[src/rtl/pipe_ctrl_pkg.sv]
// Shared definitions for the pipeline stall/flush controller: FSM state
// encoding, the instruction word loaded by flushes, and the register-match
// helper used by the load-use comparator.
package pipe_ctrl_pkg;

    typedef enum logic [1:0] {
        RUN      = 2'd0,
        MEM_WAIT = 2'd1,
        HALT     = 2'd2
    } state_t;

    // addi x0, x0, 0 -- what a flushed IF/ID or ID/EX register holds
    localparam logic [31:0] NOP_INSTR = 32'h0000_0013;

    // x0 is hard-wired to zero, so a write to it never creates a dependency
    function automatic logic reg_match(input logic [4:0] rd, input logic [4:0] rs);
        return (rd != 5'd0) && (rd == rs);
    endfunction

endpackage

[src/rtl/hazard_detect.sv]
// Load-use comparator: flags an instruction in ID that reads the
// destination of a load currently in EX.
module hazard_detect
    import pipe_ctrl_pkg::*;
(
    input  logic       ex_mem_read,
    input  logic [4:0] ex_rd,
    input  logic [4:0] rs1,
    input  logic [4:0] rs2,
    output logic       load_use
);

    // Pure combinational match; priority against branches is resolved in the top
    always_comb begin
        load_use = ex_mem_read & (reg_match(ex_rd, rs1) | reg_match(ex_rd, rs2));
    end

endmodule

[src/rtl/pipeline_ctrl.sv]
// Central stall/flush controller for the five-stage pipeline.
// Priority of pipeline controls: halt/reset > memory stall > branch > load-use.
//
// Data-memory handshake: dmem_req is held high for as long as a load/store
// sits in MEM (and the FSM is not halted); the access completes in the cycle
// dmem_req and dmem_ready are both high. Until then the whole pipeline is
// frozen and MEM/WB receives a bubble.
module pipeline_ctrl
    import pipe_ctrl_pkg::*;
#(
    parameter int MEM_TIMEOUT = 15,
    parameter int CNT_W       = 32
) (
    input  logic             clk,
    input  logic             rstn,
    input  logic [4:0]       IF_ID_RS1,
    input  logic [4:0]       IF_ID_RS2,
    input  logic             ID_EX_MemRead,
    input  logic [4:0]       ID_EX_RD,
    input  logic             EX_Branch_taken,
    input  logic             EX_MEM_MemRead,
    input  logic             EX_MEM_MemWrite,
    input  logic             dmem_ready,
    input  logic             halt_req,
    output logic             PC_en,
    output logic             IF_ID_en,
    output logic             ID_EX_en,
    output logic             EX_MEM_en,
    output logic             IF_ID_flush,
    output logic             ID_EX_flush,
    output logic             MEM_WB_bubble,
    output logic             dmem_req,
    output logic             mem_timeout,
    output logic [CNT_W-1:0] stall_cnt,
    output logic [1:0]       state
);

    localparam int                WAIT_W    = $clog2(MEM_TIMEOUT + 1);
    // wait_cnt value during the last MEM_WAIT cycle allowed before timeout
    localparam logic [WAIT_W-1:0] WAIT_LAST = WAIT_W'(MEM_TIMEOUT - 1);

    state_t             state_q, state_d;
    logic [WAIT_W-1:0]  wait_cnt_q, wait_cnt_d;
    logic               timeout_q, timeout_d;
    logic [CNT_W-1:0]   stall_cnt_q;
    logic               load_use;
    logic               mem_op;
    logic               active;
    logic               mem_stall;

    hazard_detect u_hazard_detect (
        .ex_mem_read (ID_EX_MemRead),
        .ex_rd       (ID_EX_RD),
        .rs1         (IF_ID_RS1),
        .rs2         (IF_ID_RS2),
        .load_use    (load_use)
    );

    // Next-state logic and the priority mux for all pipeline controls
    always_comb begin
        mem_op     = EX_MEM_MemRead | EX_MEM_MemWrite;
        active     = (state_q != HALT);
        mem_stall  = active & mem_op & ~dmem_ready;

        state_d    = state_q;
        wait_cnt_d = wait_cnt_q;
        timeout_d  = timeout_q;

        PC_en         = 1'b1;
        IF_ID_en      = 1'b1;
        ID_EX_en      = 1'b1;
        EX_MEM_en     = 1'b1;
        IF_ID_flush   = 1'b0;
        ID_EX_flush   = 1'b0;
        MEM_WB_bubble = 1'b0;
        dmem_req      = active & mem_op;

        case (state_q)
            RUN: begin
                wait_cnt_d = '0;
                if (mem_stall) begin
                    state_d = MEM_WAIT;
                end else if (halt_req) begin
                    state_d = HALT;
                end
            end
            MEM_WAIT: begin
                if (mem_stall) begin
                    if (wait_cnt_q == WAIT_LAST) begin
                        timeout_d = 1'b1;
                        state_d   = HALT;
                    end else begin
                        wait_cnt_d = wait_cnt_q + 1'b1;
                    end
                end else begin
                    // access done (or withdrawn); a pending halt is taken from RUN
                    state_d    = RUN;
                    wait_cnt_d = '0;
                end
            end
            HALT: begin
                if (!halt_req && !timeout_q) begin
                    state_d = RUN;
                end
            end
            default: begin
                state_d = RUN;
            end
        endcase

        if (!active || mem_stall) begin
            PC_en         = 1'b0;
            IF_ID_en      = 1'b0;
            ID_EX_en      = 1'b0;
            EX_MEM_en     = 1'b0;
            MEM_WB_bubble = 1'b1;
        end else if (EX_Branch_taken) begin
            IF_ID_flush = 1'b1;
            ID_EX_flush = 1'b1;
        end else if (load_use) begin
            PC_en       = 1'b0;
            IF_ID_en    = 1'b0;
            ID_EX_flush = 1'b1;
        end

        // Reset freezes the pipeline and abandons any memory access at once
        if (!rstn) begin
            PC_en         = 1'b0;
            IF_ID_en      = 1'b0;
            ID_EX_en      = 1'b0;
            EX_MEM_en     = 1'b0;
            IF_ID_flush   = 1'b0;
            ID_EX_flush   = 1'b0;
            MEM_WB_bubble = 1'b1;
            dmem_req      = 1'b0;
        end
    end

    // State, wait counter, sticky timeout and saturating stall counter
    always_ff @(posedge clk or negedge rstn) begin
        if (!rstn) begin
            state_q     <= RUN;
            wait_cnt_q  <= '0;
            timeout_q   <= 1'b0;
            stall_cnt_q <= '0;
        end else begin
            state_q    <= state_d;
            wait_cnt_q <= wait_cnt_d;
            timeout_q  <= timeout_d;
            if (!PC_en && (stall_cnt_q != '1)) begin
                stall_cnt_q <= stall_cnt_q + 1'b1;
            end
        end
    end

    assign mem_timeout = timeout_q;
    assign stall_cnt   = stall_cnt_q;
    assign state       = state_q;

endmodule

[config.mk]
export PLATFORM = sky130hd
export DESIGN_NAME = pipeline_ctrl
export DESIGN_NICKNAME = d
export VERILOG_FILES = /design/src/rtl/pipe_ctrl_pkg.sv /design/src/rtl/hazard_detect.sv /design/src/rtl/pipeline_ctrl.sv
export SDC_FILE = /design/constraint.sdc
export NUM_CORES = 1
export LEC_CHECK = 0
export ABC_AREA = 1
export CAP_MARGIN = 20
export CORE_MARGIN = 3
export CORE_UTILIZATION = 25
export DETAILED_ROUTE_END_ITERATION = 8
export PLACE_DENSITY = 0.52
export SLEW_MARGIN = 5
export SYNTH_ARGS = -nofsm -noshare
export SYNTH_HDL_FRONTEND = slang
export SYNTH_SLANG_ARGS = --single-unit
export TNS_END_PERCENT = 30
[constraint.sdc]
create_clock -name clk -period 1.8 [get_ports clk]
set_input_delay 0.36 -clock clk [delete_from_list [all_inputs] [get_ports clk]]
set_output_delay 0.36 -clock clk [all_outputs]
set_load 0.005 [all_outputs]
==> metrics.md <==
| Metric | Value |
|---|---|
| Router iterations before antenna repair | `4` |
| Met1 GRT Util | `between 10% and 20%` |
| Area Overhead vs Synth | `43.3%` |
| Core area | `11600 um^2` |
| Post-Syn Nets | `between 400 and 500` |
| Slowest CP cell | `dfrtp_1` |
| Final setup vio count | `28` |
| Final cycle utilization of the critical path | `105%` |
| Critical path cell sequence | `inv_2, nor2_4, nor3_4, nor2_1, nand2_1, inv_2, buf_4, nand2_4, nand2_4, buf_6` |
| Met3 global-route usage | `~2.6%` |
| Most used routing layer in global routing | `met2` |
| Max Fclk | `roughly 0.53 GHz` |
| Synth top area cells | `dfrtp_1 (33%), nand2_1 (23%), nor2_1 (7.5%), nand4_1 (7.1%), nand2_2 (4.4%)` |
| Syn avg cell area | `~6.7 um^2` |
| Placer Congestion | `around 0.86` |
| Post-synthesis async set-or-reset flop share | `between 90% and 100%` |
| Gr usage total | `between 10 and 15%` |
| ANT nets after route | `0` |
| Detailed Route Iter0 Violations | `190` |
| Clock buffer depth | `2` |
| Num CTS Buffers | `5` |
| Post-Synthesis Cells | `~450` |
| # clock sinks | `39` |
| Die height | `about 120 um` |
| Min Tclk post-route | `between 1.5 and 2 ns` |
| WP data required | `1.44 ns` |
| Fraction of layout cells with a size suffix above 1 | `about 18%` |
| Leak pwr | `2.14 nW` |
| Violated checks | `negative setup slack` |
| Primary FF master, synth | `dfrtp_1` |
| Layout Cells excl Fill | `698` |
| DRC violations left | `0` |
| Post-synth EDFFs | `0` |
| CTS H-tree lvls | `2` |
| Total power | `~3.1 mW` |
| Die ar. | `13300 um^2` |
| Die Width | `roughly 120 um` |
| Kind of end point of the critical path | `primary output` |
| #FFs+latches synth | `39` |
| Worst setup margin | `-0.0840 ns` |
| Hold Path Class | `in2async` |
| Antenna violations before repair | `0` |
| Max-cap violation count | `0` |
| Maximum fanout along the worst path | `4` |
| Area share of the largest cell type after synthesis | `32.6%` |
| Max rail drop VDD | `0.331 mV` |
| Total Routed Length | `about 9000 um` |
| P per Cell Area | `around 720 nW/um^2` |
| Final nets | `between 500 and 600` |
| Slew Limit Fails | `0` |
| Initial Util | `between 20% and 30%` |
| Post-DP Area | `between 4000 and 5000 um^2` |
| Global-route wire length before repair | `15300 um` |
| Crit path largest cell delay | `~0.39 ns` |
| Seq/Total Area, Yosys | `32.6%` |
| Cell with the most instances after synthesis | `nand2_1` |
| # rows | `39` |
| Crit path launch type | `flip-flop` |
| Worst-Skew Late Latency | `about 0.28 ns` |
| CP Class | `reg2out` |
| PortBufs | `65` |
| Mapped Area | `2990 um^2` |
| Root buf cell | `clkbuf_16` |
| Synth cell count leaders | `nand2_1 (181), nor2_1 (60), dfrtp_1 (39)` |
| CP Data Arrival Time | `1.52 ns` |
| Vias | `around 3200` |
| Worst slew pin tran | `roughly 0.5 ns` |
| ANT cells | `0` |
| Met2 GRT Util | `23.7%` |
| Via density | `approximately 4.5` |
| Dpl hpwl | `7270 um` |
| Post-synth cell types | `31` |
| Worst-path clk slew | `approximately 0.060 ns` |
| Design area | `4290 um^2` |
| Grt total ovfl | `0` |
| Outcome | `complete, but fails checks` |
| RSZ-0062 raised after global routing | `yes` |
| Vias in the first global route | `3028` |
| Top Ports | `66` |
| Final core utilization | `between 30 and 40%` |
| Synth warnings | `0` |
| Clock Skew | `0.00314 ns` |
| Largest area contributor in the netlist | `dfrtp_1` |
| Drt wl/cell | `13.1 um` |
| Largest net degree at the start of global routing | `40` |
| Final-report hold violation count | `0` |
| Relative slew slack | `about 66%` |
| Placed cells | `approximately 690` |
| CTS tree | `yes` |
==> through the flow <==
step / worst slack (ns) / TNS [ns] / hold WS, ns
3_3_place_gp: -0.675 / -22.18 / 0.473
3_5_place_dp: -0.709 / -24.00 / 0.482
2_1_floorplan: -0.0368 / -0.0368 / 0.0644
4_1_cts: -0.152 / -4.63 / 0.243
5_1_grt: -0.217 / -6.44 / 0.283
6_report: -0.0840 / -0.505 / 0.232
==> critical path, delay by kind of cell, from the launching register on <==
kind,cells,cell delay (ns)
flip-flops,1,0.39
buffers and inverters,4,0.39
AND/OR/NAND/NOR,6,0.47
==> power by group <==
part	switching (mW)	internal, mW
sequential	0.0850	0.971
combinational	0.573	0.606
clock	0.337	0.512
total	0.995	2.09
==> per-layer routing <==
| layer | wire (um) | part of all wire (%) |
|---|---|---|
| met1 | 4270 | 47 |
| met2 | 4410 | 48 |
| met3 | 374 | 4.1 |
| met4 | 93 | 1.0 |
| met5 | 0 | 0 |
==> kinds of logic after synthesis <==
group           count (synthesis)  synth area share (%)
simple gates                  330                  51.4
buf+inv                        48                  7.57
fa+ha+maj                       3                  1.25
compound gates                  9                  1.59
flops                          39                  32.6
xor+xnor                       19                  5.56
==> layout make-up <==
class | instances | area, um^2
clock buffers | 7 | 133
clock inverters | 1 | 5.00
fillers | 1221 | 7280
inverters | 34 | 128
multi-input cells | 361 | 1820
flip-flops and latches | 39 | 976
well taps | 143 | 179
repair buffers | 113 | 1050
==> layout by cell type, fill, tap and decap left out, types with 3 or more instances in the layout <==
| cell | instances |
|---|---|
| nand2_1 | 179 |
| nor2_1 | 59 |
| buf_4 | 43 |
| clkdlybuf4s50_1 | 40 |
| dfrtp_1 | 39 |
| nand4_1 | 34 |
| inv_1 | 31 |
| nand2_2 | 21 |
| nand3b_1 | 15 |
| dlygate4sd2_1 | 13 |
| xor2_1 | 12 |
| xnor2_1 | 7 |
| nand3_1 | 6 |
| buf_6 | 6 |
| o21ai_0 | 5 |
| clkbuf_16 | 5 |
| dlymetal6s2s_1 | 5 |
| inv_2 | 3 |
| ha_1 | 3 |
==> registers in the layout, summed over array words and instances (netlist names) <==
register	flops
state	2
mem_timeout	1
wait_cnt_q	4
stall_cnt	32
==> timing repair <==
action                     4_1_cts  5_1_grt
resized for setup               52        7
buffers inserted                 3        0
setup endpoints to repair       40       39
gates cloned                     0        0
hold buffers                     0        0
pin swaps                       12        7
==> final timing paths <==
path / startpoint / slack (ns) / cells after the start / endpoint
worst min register to register: mem_timeout / 0.50 / 2 / mem_timeout
worst max register to register: state[1] / -0.02 / 13 / stall_cnt[7]
max in group asynchronous: rstn / 1.22 / 2 / stall_cnt[12]
min in group clk: mem_timeout / 0.50 / 2 / mem_timeout
worst max-delay path: state[1] / -0.08 / 10 / PC_en
worst min-delay path: rstn / 0.23 / 2 / stall_cnt[0]
Note: power is estimated with default switching activity, not from simulation.
